File: src/rtl/core_dbg_apb_master.sv
`default_nettype none
// ============================================================================
//  Module   : core_dbg_apb_master
//  Purpose  : APB4 requester that turns single debug-register commands from
//             the JTAG debug transport into APB transfers, with wait-state
//             handling, a transfer timeout and a response handshake.
//  Revision : 1.0 - initial release
// ============================================================================
module core_dbg_apb_master #(
  parameter int ADDR_WIDTH     = 5,
  parameter int DATA_WIDTH     = 32,
  parameter int TIMEOUT_CYCLES = 16
) (
  input  logic                  clk,
  input  logic                  rst_n,
  // command channel
  input  logic                  cmd_valid,
  output logic                  cmd_ready,
  input  logic                  cmd_wr_rd,
  input  logic [ADDR_WIDTH-1:0] cmd_addr,
  input  logic [DATA_WIDTH-1:0] cmd_wdata,
  input  logic [3:0]            cmd_wstrobe,
  // response channel
  output logic                  rsp_valid,
  input  logic                  rsp_ready,
  output logic [DATA_WIDTH-1:0] rsp_rdata,
  output logic                  rsp_err,
  output logic                  rsp_timeout,
  // APB requester
  output logic [ADDR_WIDTH-1:0] paddr,
  output logic                  psel,
  output logic                  penable,
  output logic                  pwrite,
  output logic [DATA_WIDTH-1:0] pwdata,
  output logic [3:0]            pstrb,
  input  logic                  pready,
  input  logic [DATA_WIDTH-1:0] prdata,
  input  logic                  pslverr
);

  // A zero TIMEOUT_CYCLES disables the timeout; keep a 1-bit counter so the
  // declarations stay legal in that case.
  localparam int CNT_W = (TIMEOUT_CYCLES > 0) ? $clog2(TIMEOUT_CYCLES + 1) : 1;
  localparam logic [CNT_W-1:0] CNT_LIMIT = CNT_W'(TIMEOUT_CYCLES);
  localparam logic [CNT_W-1:0] CNT_ONE   = CNT_W'(1);

  typedef enum logic [1:0] {
    ST_IDLE   = 2'd0,
    ST_SETUP  = 2'd1,
    ST_ACCESS = 2'd2,
    ST_RESP   = 2'd3
  } state_t;

  state_t                state, state_nxt;
  logic [CNT_W-1:0]      wait_cnt, wait_cnt_nxt;
  logic                  cmd_ready_nxt;
  logic                  rsp_valid_nxt;
  logic [DATA_WIDTH-1:0] rsp_rdata_nxt;
  logic                  rsp_err_nxt;
  logic                  rsp_timeout_nxt;
  logic [ADDR_WIDTH-1:0] paddr_nxt;
  logic                  psel_nxt;
  logic                  penable_nxt;
  logic                  pwrite_nxt;
  logic [DATA_WIDTH-1:0] pwdata_nxt;
  logic [3:0]            pstrb_nxt;

  // Next-state and next-output decode; every output is registered, so the
  // APB command registers double as the latched copy of the command.
  always_comb begin
    state_nxt       = state;
    wait_cnt_nxt    = wait_cnt;
    cmd_ready_nxt   = cmd_ready;
    rsp_valid_nxt   = rsp_valid;
    rsp_rdata_nxt   = rsp_rdata;
    rsp_err_nxt     = rsp_err;
    rsp_timeout_nxt = rsp_timeout;
    paddr_nxt       = paddr;
    psel_nxt        = psel;
    penable_nxt     = penable;
    pwrite_nxt      = pwrite;
    pwdata_nxt      = pwdata;
    pstrb_nxt       = pstrb;

    case (state)
      ST_IDLE: begin
        cmd_ready_nxt = 1'b1;
        psel_nxt      = 1'b0;
        penable_nxt   = 1'b0;
        if (cmd_valid && cmd_ready) begin
          state_nxt     = ST_SETUP;
          cmd_ready_nxt = 1'b0;
          psel_nxt      = 1'b1;
          paddr_nxt     = cmd_addr;
          pwrite_nxt    = cmd_wr_rd;
          // Reads never drive write data or strobes onto the bus.
          pwdata_nxt    = cmd_wr_rd ? cmd_wdata : '0;
          pstrb_nxt     = cmd_wr_rd ? cmd_wstrobe : 4'b0000;
        end
      end

      ST_SETUP: begin
        state_nxt   = ST_ACCESS;
        penable_nxt = 1'b1;
      end

      ST_ACCESS: begin
        if (pready) begin
          state_nxt       = ST_RESP;
          psel_nxt        = 1'b0;
          penable_nxt     = 1'b0;
          rsp_valid_nxt   = 1'b1;
          rsp_err_nxt     = pslverr;
          rsp_timeout_nxt = 1'b0;
          rsp_rdata_nxt   = (!pwrite && !pslverr) ? prdata : '0;
        end else if (TIMEOUT_CYCLES > 0) begin
          wait_cnt_nxt = wait_cnt + CNT_ONE;
          if (wait_cnt + CNT_ONE == CNT_LIMIT) begin
            // Abort: release the bus and report a timed-out error.
            state_nxt       = ST_RESP;
            psel_nxt        = 1'b0;
            penable_nxt     = 1'b0;
            rsp_valid_nxt   = 1'b1;
            rsp_err_nxt     = 1'b1;
            rsp_timeout_nxt = 1'b1;
            rsp_rdata_nxt   = '0;
          end
        end
      end

      ST_RESP: begin
        if (rsp_ready) begin
          state_nxt     = ST_IDLE;
          rsp_valid_nxt = 1'b0;
          cmd_ready_nxt = 1'b1;
          wait_cnt_nxt  = '0;
        end
      end

      default: begin
        state_nxt = ST_IDLE;
      end
    endcase
  end

  // State, counter and output registers with synchronous active-low reset.
  always_ff @(posedge clk) begin
    if (!rst_n) begin
      state       <= ST_IDLE;
      wait_cnt    <= '0;
      cmd_ready   <= 1'b0;
      rsp_valid   <= 1'b0;
      rsp_rdata   <= '0;
      rsp_err     <= 1'b0;
      rsp_timeout <= 1'b0;
      paddr       <= '0;
      psel        <= 1'b0;
      penable     <= 1'b0;
      pwrite      <= 1'b0;
      pwdata      <= '0;
      pstrb       <= 4'b0000;
    end else begin
      state       <= state_nxt;
      wait_cnt    <= wait_cnt_nxt;
      cmd_ready   <= cmd_ready_nxt;
      rsp_valid   <= rsp_valid_nxt;
      rsp_rdata   <= rsp_rdata_nxt;
      rsp_err     <= rsp_err_nxt;
      rsp_timeout <= rsp_timeout_nxt;
      paddr       <= paddr_nxt;
      psel        <= psel_nxt;
      penable     <= penable_nxt;
      pwrite      <= pwrite_nxt;
      pwdata      <= pwdata_nxt;
      pstrb       <= pstrb_nxt;
    end
  end

endmodule
`default_nettype wire

File: config.mk
export PLATFORM = sky130hd
export DESIGN_NAME = core_dbg_apb_master
export DESIGN_NICKNAME = d
export VERILOG_FILES = /design/src/rtl/core_dbg_apb_master.sv
export SDC_FILE = /design/constraint.sdc
export NUM_CORES = 1
export LEC_CHECK = 0
export CAP_MARGIN = 10
export CORE_MARGIN = 10
export CORE_UTILIZATION = 30
export DETAILED_ROUTE_END_ITERATION = 10
export GPL_TIMING_DRIVEN = 0
export PLACE_DENSITY = 0.59
export SYNTH_ARGS = -nofsm -noshare
export SYNTH_HDL_FRONTEND = slang
export SYNTH_SLANG_ARGS = --single-unit
File: constraint.sdc
create_clock -name clk -period 2.38 [get_ports clk]
set_clock_uncertainty 0.15 [all_clocks]
set_input_delay 0.476 -clock clk [delete_from_list [all_inputs] [get_ports clk]]
set_output_delay 0.476 -clock clk [all_outputs]
set_load 0.03 [all_outputs]
# == Word level (Yosys, flattened, before mapping) ==
# Index checks and enable logic that the tools add are counted.
# totals
regBits,87
in_bits,80
out_inout_bits,80
word_cells,67
# classes
addsub,1
n_eq_ne,8
mux,27
n_reduce_logical,18
# op_table
op,count
32-bit two-way mux,4
1-bit two-way mux,10
5-bit two-way mux,2
5-bit one-hot mux with 2 select lines,1
2-bit AND reduction,5
3-bit AND reduction,3
2-bit two-way mux,4
2-bit one-hot mux with 4 select lines,1
2-bit nonzero test,4
"2-bit inequality test, second input constant",3
1-bit one-hot mux with 2 select lines,3
"5-bit by 1-bit adder with 5-bit output, second input constant",1
"5-bit == test, second input constant",1
"2-bit == test, second input constant",2
4-bit two-way mux,1
"3-bit inequality test, second input constant",1
1-bit one-hot mux with 3 select lines,1
3-bit nonzero test,1
"2-bit by 1-bit == test with 1-bit output, second input constant",1
1-bit logical AND,2
1-bit logical NOT,2
2-bit logical NOT,1

# == Longest topological paths before layout ==
# Gate-level depths: netlist (run 1).
# logic_depth
depth_word,5
ltp_mapped,7

# == Worst setup path after synthesis (run 1) ==
# Ideal clock, no wire load.
# synth_path
path_kind,reg-to-reg
startpoint,register state[0]
endpoint,register rsp_rdata[10]
setup_time_ns,0.058
t_arrival_ns,1.453
t_required_ns,2.172
slack_ns,0.719
stages_incl_launch_ff,7
path_buffers,1
synth_period_minus_slack_ns,1.661
path_cell_list,dfxtp_1 -> inv_1 -> ha_1 -> nand2_2 -> nor4b_4 -> buf_6 -> a22o_2
# synth_between
elab_chain_len,2
# synth_rtl
item,line_no,text
from (decl),54,"state_t state, state_nxt;"
from (signal assigned),163,state <= state_nxt;
2-bit == test,85,case (state)
2-bit AND reduction (no source line),-,
to (signal assigned),167,rsp_rdata <= rsp_rdata_nxt;
to (decl),26,"output logic [DATA_WIDTH-1:0] rsp_rdata,"
# Every way passes these cells.
# A chain may end at the register's enable or synchronous reset.

# == Final worst setup path (run 1) ==
# layout_path
startpoint,register pwrite
endpoint,output pwrite
# layout_rtl
item,line_no,text
from (decl),33,"output logic pwrite,"
from (signal assigned),173,pwrite <= pwrite_nxt;
# No word-level cell between the ends.

==> results of run 1 <==
[synthesized netlist by cell type (2+ instances only)]
| cell type | count | share of area (%) |
|---|---|---|
| a21oi_1 | 13 | 1.9 |
| a22o_2 | 24 | 7.0 |
| nor2_1 | 11 | 1.2 |
| and2_1 | 3 | 0.55 |
| dfxtp_1 | 87 | 51 |
| clkbuf_1 | 15 | 1.6 |
| nand3_1 | 42 | 6.1 |
| nand2b_1 | 2 | 0.36 |
| o21ai_0 | 8 | 1.2 |
| nand2_1 | 56 | 6.1 |
| ha_1 | 5 | 1.8 |
| buf_2 | 7 | 1.0 |
| a21boi_0 | 45 | 9.8 |
| a22o_1 | 8 | 2.0 |
| buf_6 | 6 | 2.0 |
| nor2b_1 | 3 | 0.55 |
| inv_1 | 2 | 0.22 |
[cell type report]
| type | count | area (um2) | share of cell area, % |
|---|---|---|---|
| buffer | 29 | 163 | 2.96 |
| timing repair buffer | 157 | 1570 | 28.6 |
| inverter | 2 | 7.51 | 0.137 |
| clock buffer | 14 | 274 | 4.98 |
| multi-input combinational | 241 | 1530 | 27.7 |
| sequential | 87 | 1740 | 31.7 |
| tap | 143 | 179 | 3.25 |
| clock inverter | 2 | 37.5 | 0.683 |
[sequential cells by signal, summed over array words and instances (netlist names)]
register	flops
rsp_valid	1
psel	1
pwdata	32
rsp_err	1
wait_cnt	5
rsp_rdata	32
rsp_timeout	1
pwrite	1
state	2
cmd_ready	1
pstrb	4
penable	1
paddr	5
[final timing paths]
| path | start | end | slack (ns) | cells after the start |
|---|---|---|---|---|
| hold / removal | pwdata[7]$_SDFFE_PN0P_ | pwdata[7]$_SDFFE_PN0P_ | 0.31 | 2 |
| setup / recovery | pwrite$_SDFFE_PN0P_ | pwrite | 0.24 | 1 |
| setup reg to reg | state[0]$_SDFFE_PN0P_ | pwdata[9]$_SDFFE_PN0P_ | 0.39 | 6 |
| hold reg to reg | pwdata[7]$_SDFFE_PN0P_ | pwdata[7]$_SDFFE_PN0P_ | 0.31 | 2 |
[metrics by stage]
stage                     area (um2)  hold WS, ns  power, uW  cells  util (%)
after global placement          5190        0.298       2960    659      45.8
after detailed placement        5190        0.305       2980    659      45.8
after floorplan                 3440        0.302       2440    359         -
after CTS                       5500        0.314       4470    675      48.6
after global routing            5500        0.332       4630    675      48.6
final                           5500        0.308       4390    675      48.6
[where the power goes]
part           internal, uW  switching, uW
Combinational           536            718
Sequential             1590           83.7
Clock                   901            561
[per-layer routing]
| metal | part of all wire (%) | vias up | global-route usage [%] |
|---|---|---|---|
| met5 | 0 | - | 0 |
| met4 | 1.2 | 0 | 4.22 |
| met3 | 13 | 11 | 8.81 |
| met2 | 43 | 127 | 20.4 |
| met1 | 43 | 1447 | 14.9 |
| li1 | - | 1608 | - |
[cell families after synthesis]
logic type | after synthesis
AOI/OAI and AO/OA | 109
adders and majority gates | 5
buffers and inverters | 31
DFF | 87
muxes | 1
and+or+nand+nor | 126
==> flow_metrics.env, run 1 <==
export IMPL_grt_antenna_before_repair=0
export IMPL_port_buffers=157
export IMPL_critPathMaxStageDelay_ns=0.74
export IMPL_post_cts_resized=0
export IMPL_crit_buf_inv=1
export IMPL_run_status="completed"
export IMPL_drive_above_1_share_pct=10.5
export IMPL_slew_viol_final=0
export IMPL_cts_sinks=87
export IMPL_syn_to_final_growth_pct=60.0
export IMPL_gp_congestion=0.798
export IMPL_place_ws_ns=0.00835
export IMPL_insertion_delay_ns=0.33
export IMPL_period_share_pct=89.8
export IMPL_timing_critical_path_required_ns=1.75
export IMPL_finalHoldViolCount=0
export IMPL_core_area_um2=11300
export IMPL_async_flop_share_pct=0
export IMPL_end_kind="output pin"
export IMPL_drtAntennaViolNets=0
export IMPL_drc_errors=0
export IMPL_maxSlewHeadroom_pct=65.8
export IMPL_path_delay_family="buffers and inverters"
export IMPL_dpl_hpwl_um=8670
export IMPL_arrival_ns=1.51
export IMPL_tns_ns=0
export IMPL_synthXorXnorAreaFrac_pct=0
export IMPL_vias_per_cell=4.73
export IMPL_dieWidth_um=127
export IMPL_avgSynthCellArea_um2=9.57
export IMPL_yosys_area_share_adder_pct=1.82
export IMPL_io_pins=160
export IMPL_nNetsFinal=612
export IMPL_powerDensity_nw_per_um2=798
export IMPL_ys_types=39
export IMPL_finalCriticalPeriod_ns=2.14
export IMPL_start_util_pct=30.4
export IMPL_cts_root_buf="clkbuf_16"
export IMPL_worst_slack_ns=0.243
export IMPL_layout_common_cells="157 x clkdlybuf4s50_1, 87 x dfxtp_1, 56 x nand2_1, 45 x a21boi_0, 42 x nand3_1"
export IMPL_cp_start_kind="flip-flop"
export IMPL_drv_cap=0
export IMPL_fillers=1099
export IMPL_post_cts_buffers=0
export IMPL_syn_num_nets=444
export IMPL_grt_max_degree=14
export IMPL_syn_area_um2=3440
export IMPL_rsz0062_at_grt="no"
export IMPL_ys_seq_area_share_pct=50.7
export IMPL_cts_buffers=9
export IMPL_cts_hold_buffers=0
export IMPL_num_antenna_cells=0
export IMPL_grt_ovfl_total=0
export IMPL_leakage_uw=0.00197
export IMPL_synth_mux_area_share_pct=0.291
export IMPL_routedWlPerCell_um=16.6
export IMPL_ys_flop_type="dfxtp_1"
export IMPL_synthesis_instances=359
export IMPL_fmax_mhz=468
export IMPL_tightest_slew_ns=0.513
export IMPL_htree_levels=3
export IMPL_die_h_um=127
export IMPL_synth_edff_count=0
export IMPL_synth_simple_area_share_pct=17.4
export IMPL_cts_tree="built"
export IMPL_setup_violations=0
export IMPL_cp_max_fo=3
export IMPL_grt_pass1_wl_um=17600
export IMPL_routed_wl_um=11200
export IMPL_first_iter_violations=126
export IMPL_clk_pin_slew_ns=0.06
export IMPL_clk_path_buf_depth=2
export IMPL_grt_pass1_vias=3196
export IMPL_drt_pre_antenna_iters=4
export IMPL_yosysWarnings=0
export IMPL_grt_usage_pct=13.4
export IMPL_hold_path_class="reg2reg"
export IMPL_layout_commonest_cell="clkdlybuf4s50_1"
export IMPL_crit_chain="clkdlybuf4s50_1"
export IMPL_ys_seq_elements=87
export IMPL_vias=3193
export IMPL_ir_drop_uv=453
export IMPL_synth_compound_area_share_pct=24.9
export IMPL_synth_top_family_by_area="compound AO/OA/AOI/OAI gates"
export IMPL_cp_slowest_cell="clkdlybuf4s50_1"
export IMPL_rows=39
export IMPL_worst_setup_path_type="reg2out"
export IMPL_die_area_um2=16100
Note: power is estimated with default switching activity, not from simulation.
==> run 2: changes to the inputs <==
--- a/config.mk
+++ b/config.mk
@@ -11,6 +11,8 @@
 export DETAILED_ROUTE_END_ITERATION = 10
 export GPL_TIMING_DRIVEN = 0
 export PLACE_DENSITY = 0.59
+export REMOVE_ABC_BUFFERS = 1
+export SLEW_MARGIN = 20
 export SYNTH_ARGS = -nofsm -noshare
 export SYNTH_HDL_FRONTEND = slang
 export SYNTH_SLANG_ARGS = --single-unit
==> run 2 against run 1 <==
Maximum frequency down 2.6%. Routed wire length up 3.0%. First-iteration DRC count up 36%. Utilization about the same. Largest power group unchanged. Sequential power about the same. Clock power down 3%. Register-to-register slack worse by 0.20 ns. Power down 0.12%. Via count down 0.19%.
==> flow_metrics.env, run 2 (synthesized netlist as in run 1, its figures left out) <==
export IMPL_layout_commonest_cell="clkdlybuf4s50_1"
export IMPL_grt_ovfl_total=0
export IMPL_cp_slowest_cell="a21oi_4"
export IMPL_reg2reg_to="rsp_rdata[27]$_SDFFE_PN0P_"
export IMPL_cts_tree="built"
export IMPL_drive_above_1_share_pct=11.1
export IMPL_rsz0062_at_grt="no"
export IMPL_hold_path_end="pwdata[15]$_SDFFE_PN0P_"
export IMPL_whs_ns=0.309
export IMPL_routed_wl_um=11500
export IMPL_core_area_um2=11300
export IMPL_clk_pin_slew_ns=0.06
export IMPL_crit_path_start="state[0]$_SDFFE_PN0P_"
export IMPL_powerDensity_nw_per_um2=797
export IMPL_clk_path_buf_depth=2
export IMPL_top_regs="pwdata x32, rsp_rdata x32"
export IMPL_cts_buffers=9
export IMPL_routedWlPerCell_um=17.5
export IMPL_grt_antenna_before_repair=0
export IMPL_dieWidth_um=127
export IMPL_path_delay_family="compound AO/OA/AOI/OAI gates"
export IMPL_grt_pass1_wl_um=18100
export IMPL_port_buffers=159
export IMPL_dpl_hpwl_um=8290
export IMPL_finalHoldViolCount=0
export IMPL_fmax_mhz=456
export IMPL_reg2reg_slack_ns=0.19
export IMPL_drtAntennaViolNets=0
export IMPL_layout_common_cells="157 x clkdlybuf4s50_1, 87 x dfxtp_1, 56 x nand2_1, 45 x a21boi_0, 41 x nand3_1"
export IMPL_first_iter_violations=171
export IMPL_cts_hold_buffers=0
export IMPL_seqCellArea_um2=1740
export IMPL_num_antenna_cells=0
export IMPL_htree_levels=3
export IMPL_vias=3187
export IMPL_ir_drop_uv=482
export IMPL_timing_critical_path_required_ns=2.50
export IMPL_io_pins=160
export IMPL_drc_errors=0
export IMPL_crit_buf_inv=1
export IMPL_worst_setup_path_type="reg2reg"
export IMPL_grt_usage_pct=13.8
export IMPL_vias_per_cell=4.85
export IMPL_drv_cap=0
export IMPL_insertion_delay_ns=0.33
export IMPL_gp_congestion=0.778
export IMPL_cts_sinks=87
export IMPL_period_share_pct=92.1
export IMPL_multi_input_area_um2=1550
export IMPL_worstHoldPathCells=2
export IMPL_die_area_um2=16100
export IMPL_die_h_um=127
export IMPL_crit_chain="inv_1 > ha_1 > nand2_2 > nand2_1 > a21oi_4 > a22o_1"
export IMPL_arrival_ns=2.32
export IMPL_fillers=1093
export IMPL_maxSlewHeadroom_pct=51.1
export IMPL_finalCriticalPeriod_ns=2.19
export IMPL_slew_viol_final=0
export IMPL_cp_start_kind="flip-flop"
export IMPL_grt_pass1_vias=3268
export IMPL_run_status="completed"
export IMPL_leakage_uw=0.00196
export IMPL_drt_pre_antenna_iters=4
export IMPL_grt_max_degree=38
export IMPL_utilization_pct=48.6
export IMPL_hold_path_class="reg2reg"
export IMPL_nNetsFinal=595
export IMPL_end_kind="flip-flop"
export IMPL_reg2reg_from="state[0]$_SDFFE_PN0P_"
export IMPL_cp_max_fo=17
export IMPL_worstHoldStart="pwdata[15]$_SDFFE_PN0P_"
export IMPL_critPathMaxStageDelay_ns=0.48
export IMPL_cts_root_buf="clkbuf_16"
export IMPL_syn_to_final_growth_pct=60.1
export IMPL_rows=39
export IMPL_reg2reg_depth=6
export IMPL_setup_violations=0
export IMPL_start_util_pct=30.4
export IMPL_tightest_slew_ns=0.734
export IMPL_crit_cells=6
run 2: changes by cell type in the layout (fill, tap and decap cells not counted), sizes merged:
cell | before | now
a21oi | 14 | 15
clkbuf | 29 | 12
buf | 14 | 11
clkinv | 0 | 1
run 2: final cells by class:
type,count,share of cell area (%)
multi-input cells,242,28.1
repair buffers,168,31.4
flip-flops and latches,87,31.6
clock buffers,12,4.66
clock inverters,3,0.773
inverters,2,0.136
well taps,143,3.25
run 2: stage by stage:
stage	total power (uW)	instances	setup WS [ns]	TNS (ns)	area, um2
3_5_place_dp	2990	637	-0.269	-8.19	5150
5_1_grt	4610	657	0.0145	0	5500
2_1_floorplan	2370	330	0.0404	0	3270
4_1_cts	4440	656	0.174	0	5480
6_report	4380	657	0.187	0	5500
3_3_place_gp	2900	632	-1.92	-98.68	5040
run 2: repair_timing:
| action | in CTS | in global routing |
|---|---|---|
| cloned | 1 | 0 |
| resized for setup | 1 | 0 |
| endpoints found under the hold margin | 0 | 0 |
| endpoints found under the setup margin | 30 | 16 |
| buffers inserted | 3 | 1 |
| pin swaps | 1 | 0 |
run 2: how the worst max path moves through the flow:
stage | endpoint | slack [ns]
3_3_place_gp | rsp_rdata[24]$_SDFFE_PN0P_ | -1.92
2_1_floorplan | rsp_rdata[10]$_SDFFE_PN0P_ | 0.04
6_report | rsp_rdata[27]$_SDFFE_PN0P_ | 0.19
5_1_grt | rsp_rdata[31]$_SDFFE_PN0P_ | 0.01
4_1_cts | rsp_rdata[28]$_SDFFE_PN0P_ | 0.17
3_5_place_dp | rsp_rdata[27]$_SDFFE_PN0P_ | -0.27
run 2: power breakdown:
| group | internal [uW] | switching, uW | total, uW |
|---|---|---|---|
| logic | 566 | 730 | 1300 |
| registers | 1590 | 83.3 | 1670 |
| clock network | 863 | 551 | 1410 |
run 2: layer usage:
| metal | track usage [%] | vias up | wire [um] |
|---|---|---|---|
| met5 | 0 | - | 0 |
| met1 | 16.0 | 1521 | 4760 |
| met3 | 5.21 | 11 | 810 |
| met2 | 23.0 | 83 | 5780 |
| met4 | 4.62 | 0 | 162 |
| li1 | - | 1572 | - |
run 2: worst register-to-register path, cell delays in order, from the launching register on:
cell,delay (ns)
dfxtp_1,0.35
inv_1,0.08
ha_1,0.38
nand2_2,0.24
nand2_1,0.23
a21oi_4,0.48
a22o_1,0.22
